$ cat config.mk
export PLATFORM = sky130hd
export DESIGN_NAME = onehot_encoder_8to3_flat
export DESIGN_NICKNAME = d
export VERILOG_FILES = /design/src/rtl/enc_pkg.sv /design/src/rtl/onehot_encoder_8to3_if.sv /design/src/rtl/prio_enc8.sv /design/src/rtl/onehot_encoder_8to3.sv /design/src/flat_wrapper.sv
export SDC_FILE = /design/constraint.sdc
export NUM_CORES = 1
export LEC_CHECK = 0
export BUFFER_PORTS_ARGS = -buffer_cell sky130_fd_sc_hd__buf_2
export CAP_MARGIN = 30
export CORE_ASPECT_RATIO = 0.8
export CORE_UTILIZATION = 44
export DETAILED_ROUTE_END_ITERATION = 10
export PLACE_DENSITY = 0.77
export REMOVE_ABC_BUFFERS = 1
export SYNTH_ARGS = -nofsm -noshare
export SYNTH_HDL_FRONTEND = slang
export SYNTH_SLANG_ARGS = --single-unit
$ cat constraint.sdc
create_clock -name clk -period 5.1 [get_ports clk]
set_input_delay 0.255 -clock clk [delete_from_list [all_inputs] [get_ports clk]]
set_output_delay 0.255 -clock clk [all_outputs]
set_load 0.02 [all_outputs]
$ cat src/rtl/enc_pkg.sv
// Shared widths, output-register state type and one-hot legality helper
// for the 8-to-3 encoder slice.
package enc_pkg;

  localparam int VEC_W  = 8;
  localparam int CODE_W = 3;

  typedef enum logic {
    ST_EMPTY = 1'b0,
    ST_FULL  = 1'b1
  } ostate_t;

  function automatic logic is_onehot(input logic [VEC_W-1:0] vec);
    return (vec != '0) && ((vec & (vec - VEC_W'(1))) == '0);
  endfunction

endpackage

$ cat src/rtl/onehot_encoder_8to3_if.sv
// Request-in / result-out valid-ready bus of the 8-to-3 encoder.
interface onehot_encoder_8to3_if;
  import enc_pkg::*;

  logic              in_valid;
  logic              in_ready;
  logic [VEC_W-1:0]  in_vec;
  logic              out_valid;
  logic              out_ready;
  logic [CODE_W-1:0] out_code;
  logic              out_err;

  modport master (
    output in_valid, in_vec, out_ready,
    input  in_ready, out_valid, out_code, out_err
  );

  modport slave (
    input  in_valid, in_vec, out_ready,
    output in_ready, out_valid, out_code, out_err
  );

endinterface

$ cat src/rtl/prio_enc8.sv
// Combinational 8-to-3 encoder with legality flag; PRIORITY picks the
// multi-hot policy (highest set bit vs. forced zero).
module prio_enc8
  import enc_pkg::*;
#(
  parameter int PRIORITY = 1
) (
  input  logic [VEC_W-1:0]  vec,
  output logic [CODE_W-1:0] code,
  output logic              err
);

  logic [CODE_W-1:0] w_hi;
  logic              w_onehot;

  always_comb begin
    w_hi = '0;
    for (int unsigned i = 0; i < VEC_W; i++) begin
      if (vec[i]) w_hi = CODE_W'(i);
    end
  end

  always_comb begin
    w_onehot = is_onehot(vec);
    err      = !w_onehot;
    // Zero input leaves w_hi at 0, so only the multi-hot case needs the policy.
    code     = (w_onehot || (PRIORITY != 0)) ? w_hi : '0;
  end

endmodule

$ cat src/rtl/onehot_encoder_8to3.sv
// Registered one-hot to binary encoder with valid/ready on both sides and a
// saturating count of illegal (zero or multi-hot) request vectors.
module onehot_encoder_8to3
  import enc_pkg::*;
#(
  parameter int PRIORITY  = 1,
  parameter int ERR_CNT_W = 8
) (
  input  logic                 clk,
  input  logic                 rst_n,
  onehot_encoder_8to3_if.slave bus,
  input  logic                 err_clr,
  output logic [ERR_CNT_W-1:0] err_cnt
);

  ostate_t               r_state;
  ostate_t               w_state_nxt;
  logic [CODE_W-1:0]     r_code;
  logic                  r_err;
  logic [ERR_CNT_W-1:0]  r_err_cnt;

  logic [VEC_W-1:0]      w_vec;
  logic [CODE_W-1:0]     w_code;
  logic                  w_err;
  logic                  w_in_xfer;
  logic                  w_out_xfer;
  logic                  w_load;

  // Masking keeps an undriven in_vec from reaching the encoder when idle.
  assign w_vec = bus.in_valid ? bus.in_vec : '0;

  prio_enc8 #(.PRIORITY(PRIORITY)) u_enc (
    .vec  (w_vec),
    .code (w_code),
    .err  (w_err)
  );

  assign bus.in_ready  = rst_n & ((r_state == ST_EMPTY) | bus.out_ready);
  assign w_in_xfer     = bus.in_valid & bus.in_ready;
  assign w_out_xfer    = (r_state == ST_FULL) & bus.out_ready;
  assign bus.out_valid = (r_state == ST_FULL);
  assign bus.out_code  = r_code;
  assign bus.out_err   = r_err;
  assign err_cnt       = r_err_cnt;

  always_comb begin
    w_state_nxt = r_state;
    w_load      = 1'b0;
    unique case (r_state)
      ST_EMPTY: begin
        if (w_in_xfer) begin
          w_state_nxt = ST_FULL;
          w_load      = 1'b1;
        end
      end
      ST_FULL: begin
        if (w_in_xfer) begin
          w_load = 1'b1;
        end else if (w_out_xfer) begin
          w_state_nxt = ST_EMPTY;
        end
      end
      default: w_state_nxt = ST_EMPTY;
    endcase
  end

  always_ff @(posedge clk or negedge rst_n) begin
    if (!rst_n) begin
      r_state <= ST_EMPTY;
    end else begin
      r_state <= w_state_nxt;
    end
  end

  always_ff @(posedge clk or negedge rst_n) begin
    if (!rst_n) begin
      r_code <= '0;
      r_err  <= 1'b0;
    end else if (w_load) begin
      r_code <= w_code;
      r_err  <= w_err;
    end
  end

  always_ff @(posedge clk or negedge rst_n) begin
    if (!rst_n) begin
      r_err_cnt <= '0;
    end else if (err_clr) begin
      r_err_cnt <= '0;
    end else if (w_in_xfer && w_err && (r_err_cnt != '1)) begin
      r_err_cnt <= r_err_cnt + ERR_CNT_W'(1);
    end
  end

endmodule

$ cat src/flat_wrapper.sv
// flat-port wrapper written by rule: the top's interface ports become plain ports
module onehot_encoder_8to3_flat import enc_pkg::*;
#(
  parameter int PRIORITY  = 1,
  parameter int ERR_CNT_W = 8
)
  (clk, rst_n, err_clr, err_cnt, bus_in_valid, bus_in_vec, bus_out_ready, bus_in_ready, bus_out_valid, bus_out_code, bus_out_err);
  onehot_encoder_8to3_if bus_i ();
  input  logic clk;
  input  logic rst_n;
  input  logic err_clr;
  output logic [ERR_CNT_W-1:0] err_cnt;
  input wire logic [$bits(bus_i.in_valid)-1:0] bus_in_valid;
  input wire logic [$bits(bus_i.in_vec)-1:0] bus_in_vec;
  input wire logic [$bits(bus_i.out_ready)-1:0] bus_out_ready;
  output wire logic [$bits(bus_i.in_ready)-1:0] bus_in_ready;
  output wire logic [$bits(bus_i.out_valid)-1:0] bus_out_valid;
  output wire logic [$bits(bus_i.out_code)-1:0] bus_out_code;
  output wire logic [$bits(bus_i.out_err)-1:0] bus_out_err;
  assign bus_i.in_valid = bus_in_valid;
  assign bus_i.in_vec = bus_in_vec;
  assign bus_i.out_ready = bus_out_ready;
  assign bus_in_ready = bus_i.in_ready;
  assign bus_out_valid = bus_i.out_valid;
  assign bus_out_code = bus_i.out_code;
  assign bus_out_err = bus_i.out_err;
  onehot_encoder_8to3 #(.PRIORITY(PRIORITY), .ERR_CNT_W(ERR_CNT_W)) u_core (.clk(clk), .rst_n(rst_n), .bus(bus_i), .err_clr(err_clr), .err_cnt(err_cnt));
endmodule
==> run_summary.xml <==
<?xml version="1.0" encoding="UTF-8"?>
<metrics>
  <group name="setup_path">
    <metric name="end_kind" unit="">register</metric>
    <metric name="max_stage_delay_cell_worst_path" unit="">dlygate4sd3_1</metric>
    <metric name="setup.worst_path.start_class" unit="">input pin</metric>
    <metric name="timing.critical_path.to" unit="">u_core.err_cnt[5]</metric>
    <metric name="critical_path_depth" unit="">7</metric>
    <metric name="crit_arrival" unit="ns">2.49</metric>
    <metric name="worst_path_largest_cell_delay" unit="ns">0.52</metric>
    <metric name="worst_r2r_src" unit="">u_core.bus.out_valid</metric>
    <metric name="setup.worst_path.class" unit="">in -&gt; reg</metric>
    <metric name="rrSetupSlack" unit="ns">3.14</metric>
    <metric name="critical_path_peak_fanout" unit="">15</metric>
    <metric name="crit-reg2reg-capture" unit="">u_core.err_cnt[5]</metric>
    <metric name="critical_path.top_delay_family" unit="">simple AND/OR/NAND/NOR gates</metric>
    <metric name="worstPathBufferInverterCount" unit="">2</metric>
    <metric name="critical-path-top-cell-by-count" unit="">nor3_1</metric>
    <metric name="reg2reg_depth" unit="">6</metric>
    <metric name="path_cells" unit="">dlygate4sd3_1 &gt; buf_2 &gt; nand3_1 &gt; nor3_1 &gt; a22oi_2 &gt; nor3_1 &gt; mux2_2</metric>
    <metric name="timing.critical_path.required" unit="ns">5.26</metric>
    <metric name="crit_path_start" unit="">rst_n</metric>
  </group>
  <group name="synthesis">
    <metric name="synth-seq-area-share" unit="">0.4101</metric>
    <metric name="syn-instance-count" unit="">93</metric>
    <metric name="syn-mean-instance-area" unit="um2">8.530</metric>
    <metric name="ys.flop_type" unit="">dfrtp_1</metric>
    <metric name="synth-async-reset-ratio" unit="">1.000</metric>
    <metric name="synth_cell_types" unit="">31</metric>
    <metric name="postSynthRegisterBits" unit="">13</metric>
    <metric name="synth_edf_count" unit="">0</metric>
    <metric name="yosys_warning_total" unit="">0</metric>
    <metric name="mappedNetlistArea" unit="um2">793.3</metric>
  </group>
  <group name="finish">
    <metric name="finish.instance_area" unit="um2">959.7</metric>
    <metric name="nets" unit="">135</metric>
    <metric name="antennaDiodeCount" unit="">0</metric>
    <metric name="fillerInstances" unit="">163</metric>
    <metric name="drive_gt1_frac" unit="">0.2833</metric>
    <metric name="regArea" unit="um2">325.3</metric>
    <metric name="multi_input_area" unit="um2">429.2</metric>
    <metric name="layout_overhead_on_the_synthesized_area" unit="%">20.98</metric>
    <metric name="mostFrequentLayoutCell" unit="">buf_2</metric>
    <metric name="utilization" unit="">0.5784</metric>
    <metric name="most-common-layout-cells" unit="">buf_2 (26), dfrtp_1 (13), o21ai_0 (10), nand2_1 (9), a21oi_1 (9)</metric>
  </group>
  <group name="cts">
    <metric name="cts_tree" unit="">yes</metric>
    <metric name="cts-buffers-inserted" unit="">3</metric>
    <metric name="cts_sinks" unit="">13</metric>
    <metric name="ctsResizeCount" unit="">0</metric>
    <metric name="worstSkewPairLatency" unit="ns">0.27</metric>
    <metric name="ctsLongestPathBuffers" unit="">2</metric>
    <metric name="cts.reportedPaths.clkPinSlew" unit="ns">0.07</metric>
    <metric name="h-tree-depth" unit="">1</metric>
    <metric name="clock_root_buffer" unit="">clkbuf_4</metric>
  </group>
  <group name="pwr">
    <metric name="power_switching" unit="uW">68.96</metric>
    <metric name="clock_power_share" unit="">0.269</metric>
    <metric name="swShare" unit="">0.3017</metric>
    <metric name="relative_contribution_of_combinational_cells_to_total_power" unit="">0.229</metric>
    <metric name="vdd_ir_drop_max" unit="mV">0.1628</metric>
    <metric name="seq_power_share" unit="">0.502</metric>
    <metric name="power.density_cell_area" unit="mW/mm2">238.2</metric>
    <metric name="p_int" unit="uW">159.6</metric>
    <metric name="leakagePower" unit="nW">0.4523</metric>
  </group>
  <group name="worst_hold_path">
    <metric name="whs_path_depth" unit="">2</metric>
    <metric name="hp-class" unit="">in -&gt; reg</metric>
    <metric name="timing.hold.worst.start" unit="">err_clr</metric>
  </group>
  <group name="floorplan">
    <metric name="floorplan.core_area" unit="mm2">0.001659</metric>
    <metric name="initial_utilization" unit="">0.4781</metric>
    <metric name="fp-row-count" unit="">13</metric>
    <metric name="io_pins" unit="">27</metric>
    <metric name="die_height" unit="um">39.98</metric>
    <metric name="die-area" unit="mm2">0.001978</metric>
    <metric name="die_wd" unit="um">49.47</metric>
  </group>
  <group name="sta">
    <metric name="timing.clock.skew" unit="ns">0.0009906</metric>
    <metric name="hold_viol" unit="">0</metric>
    <metric name="final.setup.tns" unit="ns">0</metric>
    <metric name="max_slew_margin" unit="">0.6898</metric>
    <metric name="finalSetupViolations" unit="">0</metric>
    <metric name="final.setup.worst_slack" unit="ns">2.766</metric>
    <metric name="max_freq" unit="GHz">0.4284</metric>
    <metric name="final_min_period_over_clock_period" unit="">0.4577</metric>
    <metric name="fin_crit" unit="ns">2.334</metric>
    <metric name="max_slew_vio_count" unit="">0</metric>
    <metric name="worstMarginPinSlew" unit="ns">0.4653</metric>
    <metric name="grt_setup_unrepaired" unit="">no</metric>
  </group>
  <group name="placed_design">
    <metric name="dp.final_hpwl" unit="mm">1.253</metric>
    <metric name="gp_congestion" unit="">0.7737</metric>
    <metric name="dpl_cell_area" unit="um2">923.4</metric>
    <metric name="place_worst_setup_slack" unit="ns">2.835</metric>
    <metric name="place.port_buffers" unit="">26</metric>
  </group>
  <group name="routing">
    <metric name="route.detailed.vias_per_inst" unit="">5.352</metric>
    <metric name="detail_route.wirelength" unit="mm">1.648</metric>
    <metric name="drt_iter0_drc" unit="">15</metric>
    <metric name="drc" unit="">0</metric>
    <metric name="wl_per_cell" unit="um">11.61</metric>
    <metric name="vias" unit="">760</metric>
    <metric name="drt_pre_antenna_iters" unit="">4</metric>
    <metric name="ant_nets" unit="">0</metric>
  </group>
  <group name="global_route">
    <metric name="antenna_violations_before_repair" unit="">0</metric>
    <metric name="grt_util_all_layers" unit="">0.1813</metric>
    <metric name="vias_in_the_first_global_route" unit="">623</metric>
    <metric name="first_pass_grt_wire_length" unit="mm">2.622</metric>
    <metric name="overflow" unit="">0</metric>
    <metric name="grt_start_max_net_pins" unit="">16</metric>
  </group>
  <group name="outcome">
    <metric name="status" unit="">finished, final reports clean</metric>
  </group>
  <group name="job">
    <metric name="max-cap-violations" unit="">0</metric>
  </group>
</metrics>
==> worst min-delay path by stage <==
stage                        endpoint  slack (ns)
2_1_floorplan  u_core.bus.out_code[0]       -0.04
3_3_place_gp        u_core.err_cnt[3]        0.16
3_5_place_dp        u_core.err_cnt[3]        0.16
4_1_cts             u_core.err_cnt[2]        0.26
5_1_grt             u_core.err_cnt[4]        0.25
6_report            u_core.err_cnt[2]        0.26
==> worst register-to-register path: stages (launching register included) <==
cell and delay (ns):
dfrtp_1 0.38, nand2b_1 0.11, nand3_1 0.27, nor3_1 0.31
a22oi_2 0.18, nor3_1 0.24, mux2_2 0.36
==> cells in the mapped netlist, drive strengths merged, types with 2 or more instances <==
| library cell | count | area, um2 |
|---|---|---|
| nor3 | 5 | 25.02 |
| nand3 | 6 | 30.03 |
| clkbuf | 2 | 8.750 |
| nor2 | 8 | 30.03 |
| nand2b | 2 | 12.51 |
| or3 | 5 | 31.28 |
| o21ai | 10 | 50.05 |
| or4b | 2 | 20.02 |
| a211oi | 2 | 15.01 |
| inv | 3 | 11.26 |
| nand2 | 9 | 33.78 |
| buf | 2 | 18.77 |
| a21oi | 9 | 45.04 |
| dfrtp | 13 | 325.3 |
| nor4 | 2 | 12.51 |
==> cell type report <==
| cell class | count | share of cell area |
|---|---|---|
| Multi-Input combinational cell | 73 | 0.4472 |
| Sequential cell | 13 | 0.3390 |
| Timing Repair Buffer | 27 | 0.1460 |
| Tap cell | 22 | 0.02868 |
| Clock buffer | 4 | 0.02738 |
| Inverter | 3 | 0.01173 |
==> through the flow <==
stage	instances	power, mW	hold WS (ns)
after floorplan	89	0.1459	-0.04059
after global placement	137	0.1671	0.1613
after detailed placement	137	0.1690	0.1639
after CTS	142	0.2308	0.2551
after global routing	142	0.2442	0.2515
final	142	0.2286	0.2569
==> cells by family (layout without fill, tap and decap cells) <==
logic type / Yosys count / count (layout) / share of synthesized area
xor+xnor: 1 / 1 / 0.01104
flops: 13 / 13 / 0.4101
fa+ha+maj: 1 / 1 / 0.01577
buf+inv: 7 / 34 / 0.04889
simple gates: 44 / 44 / 0.2918
mux: 2 / 2 / 0.02681
compound gates: 25 / 25 / 0.1956
==> power by group through the flow <==
stage | Clock, mW | Sequential (mW) | Combinational [mW]
2_1_floorplan | 0 | 0.127 | 0.0190
3_3_place_gp | 0 | 0.117 | 0.0503
3_5_place_dp | 0 | 0.117 | 0.0520
4_1_cts | 0.0631 | 0.115 | 0.0528
5_1_grt | 0.0698 | 0.116 | 0.0581
6_report | 0.0614 | 0.115 | 0.0524
==> state kept, by name, indices dropped and copies added (netlist names) <==
name / flops
u_core.bus.out_code: 3
u_core.bus.out_err: 1
u_core.bus.out_valid: 1
u_core.err_cnt: 8
==> routing by layer <==
metal	global-route usage	vias up	share of wire
li1	-	393	-
met1	0.2324	347	0.50
met2	0.3048	18	0.44
met3	0.05682	2	0.056
met4	0.05000	0	0.0061
met5	0	-	0
==> repair_timing <==
| action | in CTS | in global routing |
|---|---|---|
| hold buffers | 1 | 0 |
| endpoints found under the hold margin | 13 | 0 |
| setup buffers | 0 | 0 |
| endpoints found under the setup margin | 0 | 0 |
Note: power is estimated with default switching activity, not from simulation.
